`src/rtl/sg_desc_writer.sv`:
```
// AXI4 write master that fills a ring of AXI DMA scatter-gather descriptors,
// one 8-beat INCR burst per descriptor, then pulses done.
module sg_desc_writer #(
  parameter int CNT_W = 8
) (
  input  logic             s_aclk,
  input  logic             s_aresetn,
  input  logic             start,
  input  logic [31:0]      desc_base,
  input  logic [31:0]      buf_base,
  input  logic [31:0]      buf_stride,
  input  logic [25:0]      xfer_len,
  input  logic [CNT_W-1:0] desc_count,
  output logic             busy,
  output logic             done,
  output logic             error,
  output logic [3:0]       m_axi_awid,
  output logic [31:0]      m_axi_awaddr,
  output logic [7:0]       m_axi_awlen,
  output logic [2:0]       m_axi_awsize,
  output logic [1:0]       m_axi_awburst,
  output logic             m_axi_awvalid,
  input  logic             m_axi_awready,
  output logic [31:0]      m_axi_wdata,
  output logic [3:0]       m_axi_wstrb,
  output logic             m_axi_wlast,
  output logic             m_axi_wvalid,
  input  logic             m_axi_wready,
  input  logic [3:0]       m_axi_bid,
  input  logic [1:0]       m_axi_bresp,
  input  logic             m_axi_bvalid,
  output logic             m_axi_bready
);

  typedef enum logic [2:0] {S_IDLE, S_AW, S_W, S_B, S_DONE} state_t;

  state_t           state_q, state_d;
  logic [31:0]      base_q, desc_addr_q, buf_addr_q, stride_q;
  logic [25:0]      len_q;
  logic [CNT_W-1:0] count_q, idx_q, last_idx;
  logic [2:0]       beat_q;
  logic             error_q;
  logic             last_desc;
  logic [31:0]      nxtdesc;
  logic             unused_bid;

  assign unused_bid = ^m_axi_bid;

  assign last_idx  = count_q - {{(CNT_W-1){1'b0}}, 1'b1};
  assign last_desc = (idx_q == last_idx);
  // Ring closure: the final descriptor chains back to descriptor 0.
  assign nxtdesc   = last_desc ? base_q : desc_addr_q + 32'd64;

  assign m_axi_awid    = 4'd0;
  assign m_axi_awlen   = 8'd7;
  assign m_axi_awsize  = 3'd2;
  assign m_axi_awburst = 2'b01;
  assign m_axi_wstrb   = 4'hF;
  assign m_axi_awaddr  = desc_addr_q;

  always_ff @(posedge s_aclk or negedge s_aresetn) begin
    if (!s_aresetn) state_q <= S_IDLE;
    else            state_q <= state_d;
  end

  always_comb begin
    state_d = state_q;
    case (state_q)
      S_IDLE: if (start) state_d = (desc_count == '0) ? S_DONE : S_AW;
      S_AW:   if (m_axi_awready) state_d = S_W;
      S_W:    if (m_axi_wready && beat_q == 3'd7) state_d = S_B;
      S_B:    if (m_axi_bvalid)
                state_d = (m_axi_bresp != 2'b00 || last_desc) ? S_DONE : S_AW;
      S_DONE: state_d = S_IDLE;
      default: state_d = S_IDLE;
    endcase
  end

  always_comb begin
    busy          = (state_q != S_IDLE);
    done          = (state_q == S_DONE);
    error         = error_q;
    m_axi_awvalid = (state_q == S_AW);
    m_axi_wvalid  = (state_q == S_W);
    m_axi_wlast   = (state_q == S_W) && (beat_q == 3'd7);
    m_axi_bready  = (state_q == S_B);
    m_axi_wdata   = 32'd0;
    if (state_q == S_W) begin
      case (beat_q)
        3'd0:    m_axi_wdata = nxtdesc;
        3'd2:    m_axi_wdata = buf_addr_q;
        3'd6:    m_axi_wdata = {4'b0000, 2'b11, len_q};
        default: m_axi_wdata = 32'd0;
      endcase
    end
  end

  // Running adders step descriptor and buffer addresses; no multiplier.
  always_ff @(posedge s_aclk or negedge s_aresetn) begin
    if (!s_aresetn) begin
      base_q      <= '0;
      desc_addr_q <= '0;
      buf_addr_q  <= '0;
      stride_q    <= '0;
      len_q       <= '0;
      count_q     <= '0;
      idx_q       <= '0;
      beat_q      <= '0;
      error_q     <= 1'b0;
    end else begin
      case (state_q)
        S_IDLE: if (start) begin
          base_q      <= desc_base;
          desc_addr_q <= desc_base;
          buf_addr_q  <= buf_base;
          stride_q    <= buf_stride;
          len_q       <= xfer_len;
          count_q     <= desc_count;
          idx_q       <= '0;
          beat_q      <= '0;
          error_q     <= 1'b0;
        end
        S_AW: beat_q <= '0;
        S_W:  if (m_axi_wready) beat_q <= beat_q + 3'd1;
        S_B:  if (m_axi_bvalid) begin
          if (m_axi_bresp != 2'b00) begin
            error_q <= 1'b1;
          end else if (!last_desc) begin
            idx_q       <= idx_q + {{(CNT_W-1){1'b0}}, 1'b1};
            desc_addr_q <= desc_addr_q + 32'd64;
            buf_addr_q  <= buf_addr_q + stride_q;
          end
        end
        default: ;
      endcase
    end
  end

endmodule

```
`config.mk`:
```
export PLATFORM = sky130hd
export DESIGN_NAME = sg_desc_writer
export DESIGN_NICKNAME = d
export VERILOG_FILES = /design/src/rtl/sg_desc_writer.sv
export SDC_FILE = /design/constraint.sdc
export NUM_CORES = 1
export LEC_CHECK = 0
export CORE_MARGIN = 2
export CORE_UTILIZATION = 56
export DETAILED_ROUTE_END_ITERATION = 10
export HOLD_SLACK_MARGIN = 0.1
export PLACE_DENSITY = 0.95
export SYNTH_ARGS = -nofsm -noshare
export SYNTH_HDL_FRONTEND = slang
export SYNTH_SLANG_ARGS = --single-unit
export TNS_END_PERCENT = 50
```
`constraint.sdc`:
```
create_clock -name s_aclk -period 7.1 [get_ports s_aclk]
set_input_delay 1.065 -clock s_aclk [delete_from_list [all_inputs] [get_ports s_aclk]]
set_output_delay 1.065 -clock s_aclk [all_outputs]
set_load 0.02 [all_outputs]
```
==> impl_metrics.prom <==
# TYPE chip_impl_metric gauge
chip_impl_info{name="status",value="complete, no violations"} 1
chip_impl_metric{name="power_density",unit="nW/um^2"} 478
chip_impl_metric{name="post_syn_area",unit="um^2"} 10900
chip_impl_metric{name="avgSynthCellArea",unit="um^2"} 7.93
chip_impl_info{name="critPathLaunchType",value="register"} 1
chip_impl_metric{name="synthCells",unit=""} 1377
chip_impl_metric{name="vdd.ir_drop.worst",unit="mV"} 0.252
chip_impl_metric{name="via_count_of_the_first_global_routing_pass",unit=""} 10100
chip_impl_metric{name="global_route.overflow_total",unit=""} 0
chip_impl_metric{name="detailroute.via_count",unit=""} 10800
chip_impl_metric{name="half_perimeter_wire_length_after_detailed_placement",unit="mm"} 23.0
chip_impl_info{name="cell_with_the_most_instances_after_synthesis",value="sky130_fd_sc_hd__nand2_1"} 1
chip_impl_metric{name="max_clock_freq",unit="GHz"} 0.172
chip_impl_info{name="synthTopCellsByArea",value="sky130_fd_sc_hd__dfrtp_1, sky130_fd_sc_hd__nand2_1, sky130_fd_sc_hd__a21oi_1"} 1
chip_impl_metric{name="grtUsageTotal",unit=""} 0.328
chip_impl_metric{name="slew_violations",unit=""} 0
chip_impl_metric{name="design.core.area",unit="um^2"} 19300
chip_impl_metric{name="r2r.worst_path.cells",unit=""} 11
chip_impl_metric{name="clkTransAtPathRegs",unit="ns"} 0.07
chip_impl_info{name="worst_r2r_startpoint",value="count_q[0]"} 1
chip_impl_metric{name="cts_repair_resize_count",unit=""} 0
chip_impl_metric{name="cts_num_sinks",unit=""} 177
chip_impl_metric{name="netlist.area_leader.share",unit=""} 0.405
chip_impl_metric{name="vias_per_cell",unit=""} 5.95
chip_impl_metric{name="finalHoldViolCount",unit=""} 0
chip_impl_metric{name="finClkSkew",unit="ns"} 0.0132
chip_impl_metric{name="io_pins",unit=""} 234
chip_impl_info{name="rsz0062_at_grt",value="false"} 1
chip_impl_metric{name="areaGrowthSynthToFinish",unit="%"} 24.5
chip_impl_metric{name="number_of_nets_with_antenna_violations_after_routing",unit=""} 0
chip_impl_metric{name="initial_antenna_violation_count",unit=""} 0
chip_impl_info{name="synth_flop_cell",value="sky130_fd_sc_hd__dfrtp_1"} 1
chip_impl_info{name="critical_path.cell_chain",value="inv_1, ha_1, or3b_1, nor4_1, o2111ai_2, or4b_1, a211oi_1, a21oi_1, nor2_1, clkdlybuf4s50_1"} 1
chip_impl_metric{name="setup_viol",unit=""} 0
chip_impl_metric{name="fin_tns_setup",unit="ns"} 0
chip_impl_metric{name="transition_time_at_the_pin_with_the_least_slew_margin",unit="ns"} 1.16
chip_impl_info{name="slowest_stage_cell_on_the_critical_path",value="sky130_fd_sc_hd__or4b_1"} 1
chip_impl_info{name="critPathCaptureType",value="output pin"} 1
chip_impl_metric{name="die_w",unit="um"} 144
chip_impl_info{name="min-delay-path-class",value="reg2reg"} 1
chip_impl_metric{name="crit_fanout",unit=""} 30
chip_impl_metric{name="fraction_of_the_yosys_area_taken_by_sequential_cells",unit=""} 0.405
chip_impl_metric{name="ys_types",unit=""} 69
chip_impl_metric{name="cp.arrival",unit="ns"} 4.76
chip_impl_metric{name="cts_setup_buffers",unit=""} 0
chip_impl_metric{name="final.hold.worst_slack",unit="ns"} 0.477
chip_impl_metric{name="global_route_wire_length_before_repair",unit="mm"} 52.4
chip_impl_metric{name="initialDrtViolationCount",unit=""} 1232
chip_impl_info{name="worst_hold_path.endpoint",value="len_q[15]"} 1
chip_impl_metric{name="fp.dieArea",unit="um^2"} 20600
chip_impl_info{name="setup.worst_path.class",value="reg2out"} 1
chip_impl_metric{name="final_critical_path_share_of_the_clock_period",unit=""} 0.820
chip_impl_metric{name="die-height",unit="um"} 144
chip_impl_metric{name="tritoncts.num_buffers",unit=""} 17
chip_impl_metric{name="core.rowCount",unit=""} 51
chip_impl_metric{name="final_nets",unit=""} 1715
chip_impl_metric{name="period_minus_slack",unit="ns"} 5.82
chip_impl_metric{name="timing.critical_path.required",unit="ns"} 6.03
chip_impl_metric{name="yosys_warnings",unit=""} 0
chip_impl_metric{name="max_cap_viol_count",unit=""} 0
chip_impl_metric{name="place_congestion",unit=""} 0.988
chip_impl_metric{name="buffer_ports.inserted",unit=""} 208
chip_impl_info{name="worstReg2RegEnd",value="m_axi_awaddr[8]"} 1
chip_impl_metric{name="initial_core_utilization",unit=""} 0.567
chip_impl_metric{name="drt_wl_total",unit="mm"} 33.5
chip_impl_info{name="cts_tree",value="done"} 1
chip_impl_metric{name="cts_buffer_depth",unit=""} 2
chip_impl_metric{name="drive_gt1_frac",unit=""} 0.0525
chip_impl_metric{name="detailedRoute.firstPassIterationCount",unit=""} 5
chip_impl_metric{name="critPathMaxStageDelay",unit="ns"} 1.04
chip_impl_metric{name="count_of_inserted_antenna_diode_cells",unit=""} 0
chip_impl_metric{name="skew_pair_late_insertion_delay",unit="ns"} 0.45
chip_impl_metric{name="asyncSetResetFlopFracSynth",unit=""} 1.00
chip_impl_metric{name="wl_per_cell",unit="um"} 18.5
chip_impl_metric{name="synth-seq-cells",unit=""} 177
chip_impl_metric{name="hold_buffers",unit=""} 0
chip_impl_metric{name="drc_errors",unit=""} 0
chip_impl_metric{name="slew_headroom",unit=""} 0.224
chip_impl_info{name="synth_largest_area_cell",value="sky130_fd_sc_hd__dfrtp_1"} 1
chip_impl_metric{name="number_of_flops_mapped_to_enable_cells_by_yosys",unit=""} 0
chip_impl_info{name="hold_path.startpoint",value="len_q[15]"} 1
chip_impl_metric{name="holdPathStages",unit=""} 2
chip_impl_metric{name="reg2reg_slack",unit="ns"} 2.84
chip_impl_metric{name="largest_net_degree_at_the_start_of_global_routing",unit=""} 102
chip_impl_metric{name="power_leakage",unit="nW"} 6.12
chip_impl_metric{name="cts.htree.levels",unit=""} 4
chip_impl_info{name="synthTopCellsByCount",value="sky130_fd_sc_hd__nand2_1, sky130_fd_sc_hd__dfrtp_1, sky130_fd_sc_hd__nor2_1"} 1
chip_impl_info{name="ctsRootBufferMaster",value="sky130_fd_sc_hd__clkbuf_16"} 1
-- through the flow --
stage | setup WS [ns] | total power, W | utilization | std cells | area (um^2)
2_1_floorplan | 3.24 | 0.00430 | - | 1396 | 11000
3_3_place_gp | 2.00 | 0.00524 | 0.675 | 1779 | 13000
3_5_place_dp | 1.84 | 0.00541 | 0.675 | 1779 | 13000
4_1_cts | 1.37 | 0.00643 | 0.706 | 1809 | 13600
5_1_grt | 1.06 | 0.00694 | 0.706 | 1809 | 13600
6_report | 1.28 | 0.00650 | 0.706 | 1809 | 13600
-- layer usage --
metal / up-vias / global-route usage / part of all wire
met2: 613 / 0.517 / 0.46
met4: 0 / 0.156 / 0.051
li1: 4942 / - / -
met1: 5091 / 0.440 / 0.40
met5: - / 0 / 0
met3: 112 / 0.0590 / 0.087
-- cell families (layout without fill, tap and decap cells) --
logic type               after synthesis  after routing  share of synthesized area
AND/OR/NAND/NOR                      647            647                      0.247
adder cells (fa/ha/maj)               40             40                     0.0465
flip-flops                           177            177                      0.405
other                                  2             21                   0.000687
AO/OA/AOI/OAI                        297            297                      0.164
buffers and inverters                120            268                     0.0538
multiplexers                          33             33                     0.0331
XOR/XNOR                              61             61                     0.0489
-- worst max path at each step --
stage                     startpoint               to  slack [ns]  depth (start not counted)
final                     count_q[0]  m_axi_wdata[24]        1.28                         10
after global routing      count_q[0]  m_axi_wdata[10]        1.06                         11
after CTS                 count_q[0]  m_axi_wdata[16]        1.37                         11
after detailed placement  count_q[0]  m_axi_wdata[16]        1.84                         11
after global placement    count_q[0]  m_axi_wdata[16]        2.00                         11
after floorplan           count_q[0]   m_axi_wdata[6]        3.24                         11
-- flip-flops by register name, indices dropped and copies added (netlist names) --
signal and flops:
beat_q 3, m_axi_awaddr 32, buf_addr_q 32, idx_q 8, base_q 32, stride_q 32
len_q 26, state_q 3, count_q 8, error 1
-- power breakdown --
| group | total (W) | switching (W) | internal (W) |
|---|---|---|---|
| Combinational | 0.00359 | 0.00214 | 0.00145 |
| Sequential | 0.00193 | 0.000465 | 0.00147 |
| Clock | 0.000979 | 0.000409 | 0.000570 |
-- cells in the final DEF (no fill, tap or decap), drive strengths merged, types with 4 or more instances in the layout --
cell type	n
mux2i	8
nand3	27
and3	9
xnor2	36
inv	18
conb	21
nand2b	7
o22ai	10
a21oi	110
or3	4
nand4	8
and2	4
a211oi	30
ha	39
clkbuf	22
a22oi	7
buf	13
mux2	25
o21ai	65
nor4	8
clkdlybuf4s50	207
nor2b	10
nand2	400
xor2	25
dfrtp	177
o211ai	11
nor3	19
o21a	5
a31oi	22
nor2	138
a21o	14
-- layout make-up --
cell class / count / area (um^2)
clock inverters: 8 / 130
inverters: 18 / 67.6
clock buffers: 22 / 464
fillers: 1411 / 5660
well taps: 265 / 332
flip-flops and latches: 177 / 4430
repair buffers: 220 / 2170
multi-input cells: 1099 / 6010
-- critical path: cells and delay by family (launching register included) --
kind	cells	cell delay [ns]
AO/OA/AOI/OAI	3	0.89
flip-flops	1	0.41
AND/OR/NAND/NOR	4	2.08
buffers and inverters	2	0.73
adder cells (fa/ha/maj)	1	0.19
Power figures use the tool's default switching activity.
